--- src/rtl/udcntn.sv ---
`default_nettype none
// ============================================================================
// Module      : udcntn
// Description : Parametrised synchronous up/down counter with parallel load,
//               auto-reload register, registered terminal-count pulse and a
//               combinational carry chain for cascading instances.
//
//               Optional feature macro: UDCNTN_SATURATE_EN
//                 defined   -> a terminal event with auto=0 holds q at the
//                              terminal value instead of wrapping.
//                 undefined -> a terminal event with auto=0 wraps modulo
//                              2^WIDTH.
//
// Parameters  : WIDTH   - counter width in bits (2..32)
//               RST_VAL - value loaded into q on reset
//
// Ports       : sys_clk - clock, rising edge
//               resetl  - synchronous active-low reset
//               ci      - count enable / carry in from previous stage
//               up      - direction, 1 = increment, 0 = decrement
//               ld      - parallel load of d into q (overrides ci)
//               d       - parallel load value
//               rld_we  - reload register write strobe
//               rld     - reload register write data
//               auto    - auto-reload mode select
//               q       - counter value
//               co      - combinational carry out (ci & q at terminal)
//               tc      - registered terminal-count pulse
//
// Revision    : 1.0 - initial release
// ============================================================================
module udcntn #(
    parameter int              WIDTH   = 16,
    parameter logic [WIDTH-1:0] RST_VAL = '0
) (
    input  logic             sys_clk,
    input  logic             resetl,
    input  logic             ci,
    input  logic             up,
    input  logic             ld,
    input  logic [WIDTH-1:0] d,
    input  logic             rld_we,
    input  logic [WIDTH-1:0] rld,
    input  logic             auto,
    output logic [WIDTH-1:0] q,
    output logic             co,
    output logic             tc
);

    logic [WIDTH-1:0] r_q;
    logic [WIDTH-1:0] r_rld_q;
    logic             r_tc;

    logic [WIDTH-1:0] w_term;
    logic             w_at_term;
    logic [WIDTH-1:0] w_q_nxt;
    logic             w_tc_nxt;

    // Terminal value follows the current direction, so a direction change
    // re-targets the terminal comparison in the same cycle.
    assign w_term    = up ? {WIDTH{1'b1}} : {WIDTH{1'b0}};
    assign w_at_term = (r_q == w_term);

    always_comb begin
        w_q_nxt  = r_q;
        w_tc_nxt = 1'b0;
        if (ld) begin
            w_q_nxt = d;
        end else if (ci && !w_at_term) begin
            w_q_nxt = up ? (r_q + 1'b1) : (r_q - 1'b1);
        end else if (ci) begin
            // Terminal event. Reload uses the register's current contents,
            // so a write in this same cycle only affects the next event.
            w_tc_nxt = 1'b1;
            if (auto) begin
                w_q_nxt = r_rld_q;
            end else begin
`ifdef UDCNTN_SATURATE_EN
                w_q_nxt = r_q;
`else
                w_q_nxt = up ? {WIDTH{1'b0}} : {WIDTH{1'b1}};
`endif
            end
        end
    end

    always_ff @(posedge sys_clk) begin
        if (!resetl) begin
            r_q     <= RST_VAL;
            r_rld_q <= '0;
            r_tc    <= 1'b0;
        end else begin
            r_q  <= w_q_nxt;
            r_tc <= w_tc_nxt;
            if (rld_we) begin
                r_rld_q <= rld;
            end
        end
    end

    assign q  = r_q;
    assign tc = r_tc;
    assign co = ci & w_at_term;

endmodule
`default_nettype wire
--- config.mk ---
export PLATFORM = sky130hd
export DESIGN_NAME = udcntn
export DESIGN_NICKNAME = d
export VERILOG_FILES = /design/src/rtl/udcntn.sv
export SDC_FILE = /design/constraint.sdc
export NUM_CORES = 1
export LEC_CHECK = 0
export BUFFER_PORTS_ARGS = -buffer_cell sky130_fd_sc_hd__buf_2
export CAP_MARGIN = 20
export CORE_MARGIN = 2
export CORE_UTILIZATION = 53
export DETAILED_ROUTE_END_ITERATION = 10
export PLACE_DENSITY = 0.8
export SLEW_MARGIN = 10
export SYNTH_ARGS = -nofsm -noshare
export SYNTH_HDL_FRONTEND = slang
export SYNTH_SLANG_ARGS = --single-unit
export TNS_END_PERCENT = 5
--- constraint.sdc ---
create_clock -name sys_clk -period 3.14 [get_ports sys_clk]
set_input_delay 0.314 -clock sys_clk [delete_from_list [all_inputs] [get_ports sys_clk]]
set_output_delay 0.314 -clock sys_clk [all_outputs]
set_load 0.03 [all_outputs]
==> out/metrics.sh <==
PWR_DENSITY_CELL_nW_PER_UM2=482
FIN_NETS=384
POWER.NET_SWITCHING_mW=0.427
SWITCHING_SHARE_PCT=32.7
CRITPATHMOSTFREQUENTCELL='sky130_fd_sc_hd__buf_2'
SYNTHCELLS=279
GRTUSAGETOTAL_PCT=24.4
CRITICAL_PATH_ARRIVAL_PS=2580
WORSTPATHCELLLIST='buf_2 > inv_1 > ha_1 > nand4_1 > nor4b_4 > buf_4 > and2_1 > buf_2'
CLOCK_INSERTION_DELAY_WORST_SKEW_PS=290
ANTENNA_VIOLATIONS_BEFORE_REPAIR=0
WORST_CLOCK_SKEW_PS=2.67
POWER.IR.VDD_WORST_mV=0.336
WORST_PATH_LARGEST_CELL_DELAY_PS=530
SYN_NETS=333
CLASS_OF_THE_MOST_CRITICAL_SETUP_PATH='in2out'
CRITICAL_PATH.SLOWEST_CELL='sky130_fd_sc_hd__nor4b_4'
YOSYS.CELL_TYPES.COUNT=42
GRT_REMAINING_OVERFLOW=0
N_ANTENNA_CELL=0
CTS-BUFFERS-INSERTED=5
POST_SYNTH_INSTANCE_AREA_UM2=2280
TIMING.MAX_CAP.VIOLATIONS=0
CLOCK_SINKS=33
CLOCKPOWERSHARE_PCT=31.7
FINALCRITPERIODSHARE_PCT=92.1
INTERNAL_POWER_mW=0.878
CTS_TREE='built'
DETAIL_ROUTE.FIRST_PASS.ITERATIONS=4
DRT-VIAS-PER-INSTANCE=5.95
TYPE_OF_THE_WORST_MIN_DELAY_PATH='in2reg'
SETUP_REPAIR_AFTER_GLOBAL_ROUTING_MISSED_ITS_MARGIN='false'
TNS_PS=0
DRC_ERRORS=0
SYNTHTOLAYOUTAREAGROWTH_PCT=18.4
GRT_MAX_DEGREE=35
SYNTH_EDF_COUNT=0
DIE-WIDTH_UM=69.7
FIRST_GLOBAL_VIAS=2044
CRITICAL_PATH.STARTPOINT_TYPE='primary input'
DR.FIRST_ITER.DRC_COUNT=153
POWER_LEAKAGE_nW=1.21
FMAXACHIEVABLE_MHz=346
PLACEABLECOREAREA_UM2=4090
PLACE.DETAILED.INSTANCES=373
YOSYS_MOST_USED_DFF='sky130_fd_sc_hd__dfxtp_1'
TIMING.FINAL.HOLD_VIOLATIONS=0
PLACE.GP.CONGESTION=0.913
CRIT_PATH_MAX_FANOUT=14
RUN_STATUS='complete, no violations'
FINAL-MAX-SLEW-VIOLATION-COUNT=0
SYN-MEAN-INSTANCE-AREA_UM2=8.19
DRT-TOTAL-WL_MM=5.97
VIAS=2266
SYNTH_WARNINGS=0
WORST_SLEW_PIN_SLEW_PS=525
DIEAREA_UM2=4850
SYNTH.FF_LATCH_COUNT=33
WORST_SETUP_HOLD_PATH_CLK_SLEW_PS=60
CTS_REPAIR_RESIZE_COUNT=0
PWR-SHARE-SEQ_PCT=36.8
CTS.PATH.MAX_BUFFERS=2
MIN_PERIOD_PS=2890
FINAL_CELLS=381
POST_DRT_WL_PER_CELL_UM=15.7
INITIAL_CORE_UTIL_PCT=55.9
CTS_SETUP_BUFFERS=0
COUNT_OF_ENDPOINTS_FAILING_SETUP_IN_THE_FINAL_REPORT=0
POSTSYNTH.ASYNCRESETSHARE_PCT=0
CTS_HOLD_REPAIR.BUFFERS=0
COMB_POWER_SHARE_PCT=31.5
WORST-ENDPOINT-REQUIRED_PS=2830
HPWLAFTERDP_MM=4.37
DIE-HEIGHT_UM=69.7
TIMING.CRITICAL_PATH.TO_TYPE='output pin'
NUMBER_OF_BUFFER_CELLS_ADDED_ON_PRIMARY_PORTS=56
GRT_FIRST_PASS_WIRELENGTH_MM=9.63
RATIO_OF_CELLS_WITH_DRIVE_ABOVE_1_IN_THE_FINAL_LAYOUT_PCT=22.4
CLOCK_TREE.ROOT_CELL='sky130_fd_sc_hd__clkbuf_8'
ANTENNA_VIOLATING_NETS_POST_ROUTE=0
IOS=57
CTSHTREEMAXLEVEL=2
SYNTH.YOSYS.SEQ_AREA_SHARE_PCT=28.9
PLACEMENTROWS=23
MAX-SLEW-MARGIN-REL_PCT=65.0
-- cells in the mapped netlist (2+ instances only) --
| cell | n | area, um^2 |
|---|---|---|
| sky130_fd_sc_hd__a211oi_1 | 4 | 30.0 |
| sky130_fd_sc_hd__a21o_1 | 2 | 15.0 |
| sky130_fd_sc_hd__a21oi_1 | 21 | 105 |
| sky130_fd_sc_hd__a31oi_1 | 4 | 25.0 |
| sky130_fd_sc_hd__a32oi_1 | 3 | 26.3 |
| sky130_fd_sc_hd__and3_1 | 2 | 12.5 |
| sky130_fd_sc_hd__clkbuf_1 | 13 | 48.8 |
| sky130_fd_sc_hd__dfxtp_1 | 33 | 661 |
| sky130_fd_sc_hd__ha_1 | 14 | 175 |
| sky130_fd_sc_hd__inv_1 | 9 | 33.8 |
| sky130_fd_sc_hd__mux2_2 | 4 | 45.0 |
| sky130_fd_sc_hd__mux2i_1 | 16 | 160 |
| sky130_fd_sc_hd__nand2_1 | 12 | 45.0 |
| sky130_fd_sc_hd__nand3_1 | 3 | 15.0 |
| sky130_fd_sc_hd__nand4_1 | 2 | 12.5 |
| sky130_fd_sc_hd__nor2_1 | 22 | 82.6 |
| sky130_fd_sc_hd__nor2b_1 | 24 | 150 |
| sky130_fd_sc_hd__nor3_1 | 12 | 60.1 |
| sky130_fd_sc_hd__o211ai_1 | 8 | 60.1 |
| sky130_fd_sc_hd__o21a_1 | 4 | 30.0 |
| sky130_fd_sc_hd__o21ai_0 | 29 | 145 |
| sky130_fd_sc_hd__o21bai_1 | 3 | 22.5 |
| sky130_fd_sc_hd__o221a_2 | 3 | 33.8 |
| sky130_fd_sc_hd__or3_1 | 2 | 12.5 |
| sky130_fd_sc_hd__xnor2_1 | 9 | 78.8 |
| sky130_fd_sc_hd__xor2_1 | 5 | 43.8 |
-- path summary, 6_finish.rpt --
check | start | end | slack, ps | cells after the start
min | d[13] | q[13] | 270 | 3
max reg2reg | q[6] | q[15] | 590 | 8
max | up | co | 250 | 8
min reg2reg | r_rld_q[1] | r_rld_q[1] | 520 | 2
-- placed cells by master (no fill, tap or decap), types with 2 or more instances in the layout --
cell,synthesis,layout
sky130_fd_sc_hd__a211oi_1,4,4
sky130_fd_sc_hd__a21o_1,2,2
sky130_fd_sc_hd__a21oi_1,21,21
sky130_fd_sc_hd__a31oi_1,4,4
sky130_fd_sc_hd__a32oi_1,3,3
sky130_fd_sc_hd__and3_1,2,2
sky130_fd_sc_hd__buf_2,1,56
sky130_fd_sc_hd__buf_4,0,2
sky130_fd_sc_hd__clkbuf_8,0,6
sky130_fd_sc_hd__dfxtp_1,33,33
sky130_fd_sc_hd__ha_1,14,14
sky130_fd_sc_hd__inv_1,9,9
sky130_fd_sc_hd__mux2_2,4,4
sky130_fd_sc_hd__mux2i_1,16,16
sky130_fd_sc_hd__nand2_1,12,12
sky130_fd_sc_hd__nand3_1,3,3
sky130_fd_sc_hd__nand4_1,2,2
sky130_fd_sc_hd__nor2_1,22,22
sky130_fd_sc_hd__nor2b_1,24,24
sky130_fd_sc_hd__nor3_1,12,12
sky130_fd_sc_hd__o211ai_1,8,8
sky130_fd_sc_hd__o21a_1,4,4
sky130_fd_sc_hd__o21ai_0,29,29
sky130_fd_sc_hd__o21bai_1,3,3
sky130_fd_sc_hd__o221a_2,3,3
sky130_fd_sc_hd__or3_1,2,2
sky130_fd_sc_hd__xnor2_1,9,9
sky130_fd_sc_hd__xor2_1,5,5
-- state kept, by name, indices dropped and copies added (netlist names) --
name,count
q,16
tc,1
r_rld_q,16
-- area by class of cell --
class                           instances  area [um^2]
Clock buffer                            7         86.3
Clock inverter                          1         30.0
Fill cell                             351         1380
Inverter                                9         33.8
Multi-Input combinational cell        223         1540
Sequential cell                        33          661
Tap cell                               50         62.6
Timing Repair Buffer                   58          295
-- cells by family (layout without fill, tap and decap cells) --
kind of cell	count (synthesis)	count (layout)	share of synthesized area (%)
fa+ha+maj	15	15	8.54
mux	20	20	8.98
xor+xnor	14	14	5.37
flops	33	33	28.9
buf+inv	23	75	3.83
simple gates	84	84	19.4
compound gates	90	90	25.0
-- layer usage --
metal,global-route usage (%),vias to the layer above,share of wire (%)
met5,0,-,0
met4,8.33,0,1.5
met3,5.96,10,7.0
met2,39.6,77,47
met1,31.7,1057,44
li1,-,1122,-
-- worst max-delay path, delay by kind of cell --
kind	cells	cell delay (ps)
AND/OR/NAND/NOR	3	900
buffers and inverters	4	850
adder cells (fa/ha/maj)	1	510
-- power by group through the flow --
stage               logic, mW  clock network (mW)  registers [mW]
floorplan               0.260                   0           0.519
finish                  0.410               0.414           0.480
global route            0.450               0.438           0.484
detailed placement      0.400                   0           0.489
CTS                     0.406               0.418           0.479
global placement        0.396                   0           0.488
-- per-stage QoR --
stage	instance area, um^2	power (mW)	setup slack, ps	hold WS [ps]	util (%)
floorplan	2280	0.779	634	466	-
global placement	2590	0.884	248	492	63.3
detailed placement	2590	0.889	134	506	63.3
CTS	2710	1.30	279	277	66.2
global route	2710	1.37	81.6	291	66.2
finish	2710	1.31	249	274	66.2
Power figures use the tool's default switching activity.
